$ cat src/rtl/tanh_sar_inverse_pkg.sv
// Shared types and constants for the tanh inverse (atanh-direction) search block.
//   state_t  : controller states IDLE -> SEARCH -> CHECK -> DONE
//   TANH_W   : code width the forward model is defined for
//   FWD_LUT  : reference forward table x -> y of the approximate tanh circuit
package tanh_inv_pkg;

  localparam int TANH_W = 4;

  typedef enum logic [1:0] {
    IDLE   = 2'd0,
    SEARCH = 2'd1,
    CHECK  = 2'd2,
    DONE   = 2'd3
  } state_t;

  // Forward model as a table. The gate network in tanh_fwd_lut must agree with it.
  localparam logic [TANH_W-1:0] FWD_LUT [16] = '{
    4'd0, 4'd3, 4'd12, 4'd3, 4'd0, 4'd3, 4'd12, 4'd15,
    4'd0, 4'd3, 4'd12, 4'd3, 4'd12, 4'd3, 4'd12, 4'd15
  };

endpackage

$ cat src/rtl/tanh_sar_inverse_if.sv
// Valid/ready bundle for the tanh inverse block.
//   in_valid/in_ready/in_y            : target code from the producer
//   out_valid/out_ready/out_x/out_exact : recovered code to the consumer
// master = producer/consumer side (testbench or surrounding logic), slave = the block.
interface tanh_sar_inverse_if #(
  parameter int WIDTH = 4
);
  logic             in_valid;
  logic             in_ready;
  logic [WIDTH-1:0] in_y;
  logic             out_valid;
  logic             out_ready;
  logic [WIDTH-1:0] out_x;
  logic             out_exact;

  modport master (
    output in_valid, in_y, out_ready,
    input  in_ready, out_valid, out_x, out_exact
  );

  modport slave (
    input  in_valid, in_y, out_ready,
    output in_ready, out_valid, out_x, out_exact
  );
endinterface

$ cat src/rtl/tanh_fwd_lut.sv
// Combinational copy of the approximate 4-bit tanh gate network.
//   x : input code
//   y : forward output, y[1:0] = {x0,x0}, y[3:2] = {n,n}
// Non-monotonic in x; the inverse search relies on that being reproduced exactly.
module tanh_fwd_lut
  import tanh_inv_pkg::*;
(
  input  logic [TANH_W-1:0] x,
  output logic [TANH_W-1:0] y
);
  logic n;

  // Upper pair is set for "large" codes, except odd codes unless both x2 and x1 are set.
  assign n = ((x[3] & x[2]) | x[1]) & ~(x[0] & ~(x[2] & x[1]));
  assign y = {n, n, x[0], x[0]};
endmodule

$ cat src/rtl/tanh_sar_inverse.sv
// Successive-approximation inverse of the approximate tanh forward model.
// Given target y, builds x MSB-first: a trial bit is kept when fwd(trial) <= y.
// The search is greedy; out_exact flags whether fwd(out_x) hits y exactly.
//   clk, rst_n : clock, async active-low reset
//   bus        : slave side of tanh_sar_inverse_if (in_* target, out_* result)
// One transaction in flight; in_ready only in IDLE.
module tanh_sar_inverse
  import tanh_inv_pkg::*;
#(
  parameter int WIDTH    = TANH_W,  // only TANH_W is supported by the forward model
  parameter bit CHECK_EN = 1'b1
) (
  input  logic               clk,
  input  logic               rst_n,
  tanh_sar_inverse_if.slave  bus
);
  localparam int BW = (WIDTH > 1) ? $clog2(WIDTH) : 1;

  state_t           state_q, state_d;
  logic [WIDTH-1:0] y_q, acc_q, x_q;
  logic [BW-1:0]    bit_q;
  logic             exact_q;

  logic [WIDTH-1:0] onehot, trial, fwd_x, fwd_y;
  logic             accept, done_hs, keep, last_bit;

  assign accept  = bus.in_valid & bus.in_ready;
  assign done_hs = bus.out_valid & bus.out_ready;

  always_comb begin
    onehot        = '0;
    onehot[bit_q] = 1'b1;
  end

  assign trial    = acc_q | onehot;
  assign last_bit = (bit_q == '0);

  // Single forward instance: probes the trial while searching, the final acc in CHECK.
  assign fwd_x = (state_q == CHECK) ? acc_q : trial;

  tanh_fwd_lut u_fwd (
    .x (fwd_x),
    .y (fwd_y)
  );

  assign keep = (fwd_y <= y_q);

  // State register
  always_ff @(posedge clk or negedge rst_n) begin
    if (!rst_n) state_q <= IDLE;
    else        state_q <= state_d;
  end

  // Next-state logic
  always_comb begin
    state_d = state_q;
    case (state_q)
      IDLE:    if (accept)   state_d = SEARCH;
      SEARCH:  if (last_bit) state_d = CHECK_EN ? CHECK : DONE;
      CHECK:                 state_d = DONE;
      DONE:    if (done_hs)  state_d = IDLE;
      default:               state_d = IDLE;
    endcase
  end

  // Outputs; in_ready is held low while reset is asserted.
  always_comb begin
    bus.in_ready  = (state_q == IDLE) && rst_n;
    bus.out_valid = (state_q == DONE);
    bus.out_x     = x_q;
    bus.out_exact = exact_q;
  end

  // Datapath registers
  always_ff @(posedge clk or negedge rst_n) begin
    if (!rst_n) begin
      y_q     <= '0;
      acc_q   <= '0;
      bit_q   <= '0;
      x_q     <= '0;
      exact_q <= 1'b0;
    end else begin
      case (state_q)
        IDLE: if (accept) begin
          y_q   <= bus.in_y;
          acc_q <= '0;
          bit_q <= BW'(WIDTH - 1);
        end
        SEARCH: begin
          if (keep)      acc_q <= trial;
          if (!last_bit) bit_q <= bit_q - 1'b1;
          // Without a CHECK cycle the result is taken straight from the last trial.
          if (last_bit && !CHECK_EN) x_q <= keep ? trial : acc_q;
        end
        CHECK: begin
          x_q     <= acc_q;
          exact_q <= CHECK_EN && (fwd_y == y_q);
        end
        default: ;
      endcase
    end
  end

  // Gate network must match the reference table whenever it is being used.
  a_fwd_matches_lut: assert property (@(posedge clk) disable iff (!rst_n)
    fwd_y == FWD_LUT[fwd_x]);

endmodule
$ cat src/flat_wrapper.sv
// flat-port wrapper written by rule: the top's interface ports become plain ports
module tanh_sar_inverse_flat import tanh_inv_pkg::*;
#(
  parameter int WIDTH    = TANH_W,                                                  
  parameter bit CHECK_EN = 1'b1
)
  (clk, rst_n, bus_in_valid, bus_in_y, bus_out_ready, bus_in_ready, bus_out_valid, bus_out_x, bus_out_exact);
  tanh_sar_inverse_if #(.WIDTH(WIDTH)) bus_i ();
  input  logic clk;
  input  logic rst_n;
  input wire logic [$bits(bus_i.in_valid)-1:0] bus_in_valid;
  input wire logic [$bits(bus_i.in_y)-1:0] bus_in_y;
  input wire logic [$bits(bus_i.out_ready)-1:0] bus_out_ready;
  output wire logic [$bits(bus_i.in_ready)-1:0] bus_in_ready;
  output wire logic [$bits(bus_i.out_valid)-1:0] bus_out_valid;
  output wire logic [$bits(bus_i.out_x)-1:0] bus_out_x;
  output wire logic [$bits(bus_i.out_exact)-1:0] bus_out_exact;
  assign bus_i.in_valid = bus_in_valid;
  assign bus_i.in_y = bus_in_y;
  assign bus_i.out_ready = bus_out_ready;
  assign bus_in_ready = bus_i.in_ready;
  assign bus_out_valid = bus_i.out_valid;
  assign bus_out_x = bus_i.out_x;
  assign bus_out_exact = bus_i.out_exact;
  tanh_sar_inverse #(.WIDTH(WIDTH), .CHECK_EN(CHECK_EN)) u_core (.clk(clk), .rst_n(rst_n), .bus(bus_i));
endmodule
$ cat config.mk
export PLATFORM = sky130hd
export DESIGN_NAME = tanh_sar_inverse_flat
export DESIGN_NICKNAME = d
export VERILOG_FILES = /design/src/rtl/tanh_sar_inverse_pkg.sv /design/src/rtl/tanh_sar_inverse_if.sv /design/src/rtl/tanh_fwd_lut.sv /design/src/rtl/tanh_sar_inverse.sv /design/src/flat_wrapper.sv
export SDC_FILE = /design/constraint.sdc
export NUM_CORES = 1
export LEC_CHECK = 0
export CORE_MARGIN = 2
export CORE_UTILIZATION = 25
export CTS_CLUSTER_DIAMETER = 150
export DETAILED_ROUTE_END_ITERATION = 8
export PLACE_DENSITY = 0.51
export SLEW_MARGIN = 30
export SYNTH_ARGS = -nofsm -noshare
export SYNTH_HDL_FRONTEND = slang
export SYNTH_SLANG_ARGS = --single-unit
$ cat constraint.sdc
create_clock -name clk -period 6 [get_ports clk]
set_input_delay 0.6 -clock clk [delete_from_list [all_inputs] [get_ports clk]]
set_output_delay 0.6 -clock clk [all_outputs]
set_load 0.02 [all_outputs]
==> out/qor.yml, run 1 <==
status: "complete, no violations"
power.static_leakage_nw: 0.572
fp.dieW_um: 68.4
htree_levels: 1
post_synthesis_area_per_instance_um2: 9.96
gp_routability_congestion: 0.753
drv_slew: 0
tritoncts: "done"
diodes: 0
via_per_inst: 4.63
tightestPinTransition_ns: 0.497
die_height_um: 68.4
drtAntennaViolNets: 0
critPathArrivalTime_ns: 2.80
place_worst_setup_slack_ns: 2.84
number_of_maximum_capacitance_constraint_violations: 0
floorplan.io_pins: 15
adder_cell_share_of_the_synthesized_area_pct: 15.7
worstSetupStartpointType: "flip-flop"
worst_path_buf_inv: 3
synth_enable_flop_cells: 0
route.detailed.wl_per_inst_um: 12.0
post_synth_main_area_contributors: "dfrtp_1, ha_1, mux2_2"
synthToLayoutAreaGrowth_pct: 22.1
synthMostInstantiatedCell: "dfrtp_1"
placementRows: 23
ys.warnings.count: 0
synth.largest_area_cell: "dfrtp_1"
yosys_register_bits: 17
layout_setup_ws_ns: 3.32
grt_util_all_layers_pct: 10.0
required_ns: 6.12
synth-main-ff-cell: "dfrtp_1"
totalNegativeSetupSlack_ns: 0
unrepaired_setup_endpoints_after_global_routing: "no"
cts_setup_buffers: 0
hold_class: "in -> async"
largest_family_of_logic_cells_by_synthesized_area: "compound AO/OA/AOI/OAI gates"
synth.cells.most_frequent: "dfrtp_1, inv_1, ha_1, a21oi_1, mux2_2"
wire_length_of_the_first_global_routing_pass_mm: 3.48
synth_async_sr_flop_share_pct: 100
first_global_vias: 776
period_utilisation_layout_pct: 44.6
timing.critical_path.fanout_max: 5
grt_start_max_net_pins: 21
synthCells: 104
largest_stage_delay_on_the_critical_path_ns: 0.43
synth_seq_area_share_pct: 41.1
end_kind: "flip-flop"
synth_compound_gate_area_share_pct: 17.4
post_synth_mux_area_share_pct: 10.9
post_cts_resize_count: 0
layout.nets: 141
timing.critical_path.cells: "inv_1 -> ha_1 -> inv_2 -> o21ai_0 -> inv_1 -> nor3_1 -> o22ai_1 -> ha_1 -> and4_1 -> a21oi_1 -> a221oi_1"
global_route.overflow_total: 0
xor_xnor_portion_of_the_synthesized_cell_area_pct: 0
ys_types: 24
finalClockSkew_ns: 0.0112
antenna_violations_before_repair: 0
synth_fp_nets: 125
clock_sink_count: 17
pwr_density_cell_nw_per_um2: 510
largest_buffer_count_on_any_clock_path: 2
cts.clk_slew.worst_paths_ns: 0.08
initial_utilization_pct: 25.9
mappedNetlistArea_um2: 1040
1st_iter_drt_viols: 23
setup.worst_path.class: "reg -> reg"
layout-drive-gt1-share_pct: 14.3
post_synth_and_or_nand_nor_area_fraction_pct: 8.09
synth_largest_type_area_fraction_pct: 41.1
max_freq_mhz: 374
cts-buffers-inserted: 3
hpwlAfterDp_mm: 1.52
design.die.area_um2: 4680
crit_slowest_cell: "dfrtp_1"
period_needed_ns: 2.68
finalWirelength_mm: 2.02
max-slew-margin-rel_pct: 66.9
total_number_of_vias: 782
later_pin_clock_latency_in_the_skew_report_ns: 0.26
postCtsHoldBufs: 0
report.final.hold_viol_count: 0
cts.root.buffer_cell: "clkbuf_8"
cpLargestDelayFamily: "compound AO/OA/AOI/OAI gates"
setup_viol: 0
firstDrtPassIters: 4
coreArea_um2: 4000
placement.io_buffers: 14
post-route-drc-count: 0
vdd.ir_drop.worst_v: 0.000189
-- through the flow --
step	hold WS (ns)	area (um^2)	util, %	cells	power, mW
final	0.274	1260	31.6	169	0.646
after global routing	0.306	1260	31.6	169	0.710
after CTS	0.509	1270	31.7	169	0.652
after detailed placement	0.494	1220	30.6	165	0.562
after global placement	0.492	1220	30.6	165	0.550
after floorplan	0.304	1040	-	104	0.460
-- flip-flops by register name (all words and copies together), names as in the netlist --
register,cells
u_core.bit_q,2
u_core.bus.out_exact,1
u_core.acc_q,4
u_core.bus.out_x,4
u_core.y_q,4
u_core.state_q,2
-- layer usage --
metal | global-route usage, % | part of all wire [%]
met2 | 16.4 | 47
met4 | 3.75 | 1.3
met3 | 1.97 | 4.1
met5 | 0 | 0
met1 | 12.9 | 48
-- final timing paths --
path / startpoint / end / slack (ns) / cells past startpoint
worst max-delay path: u_core.bit_q[1] / u_core.acc_q[0] / 3.32 / 11
worst max register to register: u_core.bit_q[1] / u_core.acc_q[0] / 3.32 / 11
max in group asynchronous: rst_n / u_core.bus.out_exact / 5.42 / 1
min in group clk: u_core.y_q[1] / u_core.y_q[1] / 0.50 / 1
worst min-delay path: rst_n / u_core.bus.out_x[2] / 0.27 / 1
worst min register to register: u_core.y_q[1] / u_core.y_q[1] / 0.50 / 1
-- cells by family (layout without fill, tap and decap cells) --
logic type	Yosys count	count (layout)
adder cells (fa/ha/maj)	13	13
multiplexers	10	10
flip-flops	17	17
AND/OR/NAND/NOR	16	16
AO/OA/AOI/OAI	30	30
buffers and inverters	18	33
-- report_power, final --
| group | switching (mW) | internal [mW] | leakage [nW] |
|---|---|---|---|
| Clock | 0.0417 | 0.0461 | 0.0255 |
| Sequential | 0.0360 | 0.163 | 0.216 |
| Combinational | 0.194 | 0.165 | 0.330 |
| Total | 0.272 | 0.374 | 0.572 |
-- cell type report --
cell class	count	area, um^2
Fill cell	401	2740
Multi-Input combinational cell	69	539
Timing Repair Buffer	14	135
Clock buffer	3	41.3
Inverter	15	56.3
Clock inverter	1	5.00
Tap cell	50	62.6
Sequential cell	17	425
-- cells in the final DEF, fill, tap and decap left out, drive strengths merged --
master,count
nand2,3
mux2,10
clkbuf,3
and4,1
nor2,4
clkdlybuf4s50,13
a31oi,1
buf,1
nand2b,1
nand3,1
o211a,1
nor2b,2
o22ai,1
and3,1
and2,2
clkinv,1
nor3,1
ha,13
inv,15
o21ai,10
a221oi,4
dfrtp,17
o211ai,1
a21oi,11
a222oi,1
Power figures use the tool's default switching activity.
==> inputs of run 2 (changes only) <==
Settings changed: PLACE_DENSITY 0.51 to 0.52.
Clock period 6 ns to 2.2 ns, I/O delays scaled along.
==> run 2 against run 1 <==
Sequential share of layout area is 5.8 points lower. Clock power grew to 2.7 times the previous value. Global-route usage is 1.5 points higher. Largest power group unchanged.
==> out/qor.yml, run 2 (same netlist as run 1, synthesis figures left out) <==
status: "complete, no violations"
fillers: 382  # -4.7%
cts-buffers-inserted: 3  # unchanged
cpLargestDelayFamily: "compound AO/OA/AOI/OAI gates"
post-route-drc-count: 0  # unchanged
unrepaired_setup_endpoints_after_global_routing: "yes"
gp_routability_congestion: 0.866  # +15%
timing.critical_path.fanout_max: 4  # -1
finalClockSkew_ns: 0.00215  # -0.00908 ns
max_freq_mhz: 472  # +26%
setup_viol: 0  # unchanged
finalWirelength_mm: 2.48  # +23%
total_number_of_vias: 861  # +10%
cts.clk_slew.worst_paths_ns: 0.07  # about the same
largest_buffer_count_on_any_clock_path: 2  # unchanged
timing.critical_path.cells: "buf_6 -> ha_4 -> nor2b_4 -> o21ai_1 -> o22ai_2 -> ha_1 -> o211ai_1 -> a21oi_4 -> a221oi_1"
report.final.hold_viol_count: 0  # unchanged
max-slew-margin-rel_pct: 65.9  # -0.94 points
postCtsHoldBufs: 0  # unchanged
1st_iter_drt_viols: 23  # unchanged
layout-drive-gt1-share_pct: 37.7  # +23 points
coreArea_um2: 4000  # unchanged
floorplan.io_pins: 15  # unchanged
synthToLayoutAreaGrowth_pct: 47.7
diodes: 0  # unchanged
power.static_leakage_nw: 0.682  # +19%
period_utilisation_layout_pct: 96.2  # +52 points
tritoncts: "done"
worst_r2r_path_depth: 9  # -2
setup.worst_path.class: "reg -> reg"
mostFrequentLayoutCells: "buf_4, dfrtp_1, clkdlybuf4s50_1"
via_per_inst: 4.58  # -1.0%
drv_slew: 0  # unchanged
critPathArrivalTime_ns: 2.28  # -0.52 ns
totalNegativeSetupSlack_ns: 0  # unchanged
htree_levels: 1  # unchanged
worst_path_buf_inv: 1  # -2
cts.root.buffer_cell: "clkbuf_8"
firstDrtPassIters: 4  # unchanged
number_of_maximum_capacitance_constraint_violations: 0  # unchanged
grt_start_max_net_pins: 12  # -43%
end_kind: "flip-flop"
initial_utilization_pct: 25.9  # unchanged
path_depth: 9  # -2
power.total_mw: 2.26  # +250%
hpwlAfterDp_mm: 1.87  # +23%
die_height_um: 68.4  # unchanged
layout.nets: 160  # +13%
route.detailed.wl_per_inst_um: 13.2  # +10%
first_global_vias: 855  # +10%
drtAntennaViolNets: 0  # unchanged
required_ns: 2.36  # -3.76 ns
clock_sink_count: 17  # unchanged
worstSetupStartpointType: "flip-flop"
whs_ns: 0.186  # -0.0885 ns
pwr_density_cell_nw_per_um2: 1470  # +190%
fp.dieW_um: 68.4  # unchanged
tightestPinTransition_ns: 0.511  # +0.0140 ns
period_needed_ns: 2.12  # -0.558 ns
global_route.overflow_total: 0  # unchanged
grt_util_all_layers_pct: 11.5  # +1.5 points
vdd.ir_drop.worst_v: 0.000517  # +170%
largest_stage_delay_on_the_critical_path_ns: 0.41  # -0.02 ns
post-route-util_pct: 38.3  # +6.6 points
antenna_violations_before_repair: 0  # unchanged
crit_slowest_cell: "dfrtp_1"
placement.io_buffers: 14  # unchanged
wire_length_of_the_first_global_routing_pass_mm: 3.95  # +13%
hold_class: "in -> async"
placementRows: 23  # unchanged
later_pin_clock_latency_in_the_skew_report_ns: 0.26  # about the same
design.die.area_um2: 4680  # unchanged
[run 2: changes by cell type in the layout (fill, tap and decap cells not counted), sizes merged]
| cell | before | now |
|---|---|---|
| clkdlybuf4s50 | 13 | 14 |
| buf | 1 | 19 |
[run 2: timing repair]
item | in CTS | in global routing
setup buffers | 0 | 4
endpoints found under the setup margin | 4 | 5
pin swaps | 4 | 12
resized for setup | 5 | 19
[run 2: final cells by class]
type | instances | area (um^2) | share of cell area (%)
sequential | 17 | 425 | 27.8
clock buffer | 3 | 41.3 | 2.70
inverter | 15 | 56.3 | 3.68
tap | 50 | 62.6 | 4.09
multi-input combinational | 69 | 649 | 42.4
timing repair buffer | 33 | 290 | 19.0
clock inverter | 1 | 5.00 | 0.327
[run 2: metrics by stage]
stage	cells	setup WS, ns	instance area, um^2
CTS	184	-0.0166	1420
finish	188	0.0826	1530
detailed placement	180	-0.0452	1350
floorplan	104	0.0102	1050
global placement	180	-0.0160	1350
global route	188	-0.00835	1530
[run 2: worst paths after layout]
kind,endpoint,from,slack (ns)
setup / recovery,u_core.acc_q[1],u_core.bit_q[1],0.08
setup reg to reg,u_core.acc_q[1],u_core.bit_q[1],0.08
hold reg to reg,u_core.y_q[3],u_core.y_q[3],0.51
min in group clk,u_core.y_q[3],u_core.y_q[3],0.51
hold / removal,u_core.bit_q[0],rst_n,0.19
max in group asynchronous,u_core.acc_q[1],rst_n,1.59
[run 2: layer usage]
metal  routed length (um)  global-route usage [%]  share of wire, %  vias up
met4                   38                    5.25               1.5        0
met1                 1210                    16.1                49      409
met5                    0                       0                 0        -
li1                     -                       -                 -      435
met3                   65                    2.14               2.6        4
met2                 1170                    17.0                47       13
[run 2: report_power, final]
part | leakage, nW | switching (mW) | total [mW] | internal (mW)
sequential | 0.216 | 0.0987 | 0.543 | 0.445
clock | 0.0255 | 0.115 | 0.241 | 0.126
combinational | 0.440 | 0.733 | 1.47 | 0.738
